<file path="src/rtl/iscas_sig_reg.sv">
//------------------------------------------------------------------------------
// iscas_sig_reg : shift-and-feedback signature register with fold input
// Revision      : 1.0
//------------------------------------------------------------------------------
`default_nettype none

module iscas_sig_reg #(
    parameter int                   SIG_WIDTH = 32,
    parameter logic [SIG_WIDTH-1:0] SIG_POLY  = 32'h8020_0003
) (
    input  logic                 clk,
    input  logic                 rst_n,
    input  logic                 clr,
    input  logic                 en,
    input  logic [SIG_WIDTH-1:0] fold_in,
    output logic [SIG_WIDTH-1:0] sig_out
);

    logic [SIG_WIDTH-1:0] sig_q;
    logic [SIG_WIDTH-1:0] sig_d;

    always_comb begin
        sig_d = sig_q;
        if (clr) begin
            sig_d = '0;
        end else if (en) begin
            sig_d = {sig_q[SIG_WIDTH-2:0], 1'b0}
                  ^ (sig_q[SIG_WIDTH-1] ? SIG_POLY : '0)
                  ^ fold_in;
        end
    end

    always_ff @(posedge clk or negedge rst_n) begin
        if (!rst_n) begin
            sig_q <= '0;
        end else begin
            sig_q <= sig_d;
        end
    end

    assign sig_out = sig_q;

endmodule

`default_nettype wire

</file>
<file path="config.mk">
export PLATFORM = sky130hd
export DESIGN_NAME = iscas_sig_reg
export DESIGN_NICKNAME = d
export VERILOG_FILES = /design/src/rtl/iscas_sig_reg.sv
export SDC_FILE = /design/constraint.sdc
export NUM_CORES = 1
export LEC_CHECK = 0
export BUFFER_PORTS_ARGS = -buffer_cell sky130_fd_sc_hd__buf_2
export CAP_MARGIN = 20
export CORE_MARGIN = 4
export CORE_UTILIZATION = 47
export DETAILED_ROUTE_END_ITERATION = 16
export PLACE_DENSITY = 0.79
export SYNTH_ARGS = -nofsm -noshare
export SYNTH_HDL_FRONTEND = slang
export SYNTH_SLANG_ARGS = --single-unit
</file>
<file path="constraint.sdc">
create_clock -name clk -period 1.7 [get_ports clk]
set_clock_uncertainty 0.2 [all_clocks]
set_input_delay 0.34 -clock clk [delete_from_list [all_inputs] [get_ports clk]]
set_output_delay 0.34 -clock clk [all_outputs]
set_load 0.02 [all_outputs]
</file>
==> reports/metrics.csv <==
metric,value,unit
status,"complete, no violations",
yosys_warnings,0,
synth_area,0.00156,sq mm
core-area,0.00313,sq mm
vias_per_cell,5.01,
rsz0062_at_grt,no,
root_buffer,clkbuf_4,
fillers,273,
synthArstFlopShare,100,%
grt_antenna_before_repair,0,
dpl-instance-area,0.00193,sq mm
worst-path-stages,1,
htreeDepth,2,
cts.sinks,32,
hold_class,in -> reg,
worstMarginPinSlew,350,ps
clk_pin_slew_worst_paths,100,ps
p_leak,0.976,nW
io_pins,68,
synth_common_cells,"dfrtp_1, nor2_1, xnor2_1",
setup_ws,143,ps
first_global_vias,1253,
cts_made_buffers,5,
initial_core_util,50.0,%
path_cells,buf_2,
finalSetupViolations,0,
grt-ovfl-total,0,
cts_setup_buffers,0,
maxCapViolCount,0,
clock_latency,320,ps
met2_length,1.57,mm
grt_pass1_wl,5.42,mm
synth_fp_nets,178,
largest_reg_flops,32,
drtAntennaViolNets,0,
post_synth.cell_area_avg,11.0,sq um
wire_per_inst,12.7,um
cp-start-kind,flip-flop,
dr.first_iter.drc_count,50,
pre_cts_ws,316,ps
synth_top_area_share,51.2,%
place_congestion,0.685,
final_nets,249,
ys_seq_area_share,51.2,%
top_layer,met4,
setup_tns,0,ps
whs_path_depth,2,
period_minus_slack,1560,ps
rows,20,
timing.final.crit_share,91.6,%
dieArea,0.00431,sq mm
crit_buf_inv,1,
dr_total_vias,1293,
p_per_area,882,mW/mm^2
ys_ff_latch,32,
drc,0,
final-hold-violation-count,0,
wl_met3,241,um
antenna_cells,0,
synth_edf_count,0,
port_buffers,67,
synth_cell_type_count,20,
slowest_stage,dfrtp_1,
ff2ff_path_depth,3,
ir_drop,0.589,mV
drive_gt1_share,39.3,%
ys.flop_type,dfrtp_1,
wl_met1,1.41,mm
dpl.hpwl,2.52,mm
grt_max_degree,23,
die_w,65.7,um
critPathTopFamily,flip-flops,
cp_slowest_stage_delay,480,ps
synth_area_leaders,"dfrtp_1, xnor2_1, a211oi_1",
holdBufCountCts,1,
synth.largest_area_cell,dfrtp_1,
worstSetupPathType,reg -> out,
timing.fmax,642,MHz
cts-resized-gates,0,
ff_latch_area,801,sq um
arrival,1020,ps
grtUsageTotal,16.5,%
cp_data_required_time,1160,ps
dr.pass1.iters,4,
wirelength,3.27,mm
crit_path_end_kind,output port,
final_util,64.0,%
multiInputGateArea,691,sq um
design_area,0.00200,sq mm
cts_tree,built,
crit_fanout,5,
slew-limit-headroom,76.6,%
post-synth-top-count-cell,dfrtp_1,
drv_slew,0,
syn_to_final_growth,28.1,%
die_y,65.7,um
clock_path_buffers,2,
synthCells,142,
[cells in the final DEF, fill, tap and decap left out]
master and instances:
a31o_2 1, nand3_1 1, o311ai_1 1, dlygate4sd3_1 1, nor2_1 31, inv_1 1
buf_2 67, clkbuf_8 1, dfrtp_1 32, mux2i_1 1, xor2_1 2, xnor2_1 29
a211oi_2 2, a211oi_1 27, buf_4 6, xor3_1 1, clkinv_2 2, nand2b_1 1
clkbuf_4 5, nand3b_1 1, a21oi_1 1
[path summary, 6_finish.rpt]
| kind | from | slack (ps) | end |
|---|---|---|---|
| min reg2reg | sig_out[30] | 400 | sig_out[30] |
| max reg2reg | sig_out[31] | 360 | sig_out[21] |
| max in group asynchronous | rst_n | 500 | sig_out[28] |
| max | sig_out[31] | 140 | sig_out[31] |
| min in group asynchronous | rst_n | 240 | sig_out[6] |
| min | clr | 100 | sig_out[12] |
[per-stage QoR]
step | power (mW) | instances | hold WS, ps
2_1_floorplan | 1.18 | 142 | -156
3_3_place_gp | 1.34 | 249 | 61.2
3_5_place_dp | 1.34 | 249 | 65.0
4_1_cts | 1.79 | 258 | 81.1
5_1_grt | 1.87 | 258 | 84.1
6_report | 1.77 | 258 | 96.8
[cells by family after synthesis]
family / share of synthesized area (%)
xor+xnor: 18.9
mux: 0.641
flops: 51.2
buf+inv: 4.56
simple gates: 8.65
compound gates: 16.0
[layer usage]
layer  track usage, %  vias to the layer above
met5                0                        -
met4             6.22                        0
met3             4.79                        7
met2             27.0                       44
met1             20.4                      608
li1                 -                      634
[final cells by class]
class	instances	share of cell area, %
clock inverter	2	0.500
sequential	32	40.0
tap	44	2.75
clock buffer	6	2.56
inverter	1	0.188
multi-input combinational	99	34.5
timing repair buffer	74	19.5
[report_power, final]
part | leakage [nW] | switching (mW) | internal [mW]
Clock | 0.0380 | 0.245 | 0.197
Combinational | 0.521 | 0.238 | 0.197
Sequential | 0.416 | 0.0641 | 0.825
(Power assumes the default switching activity.)
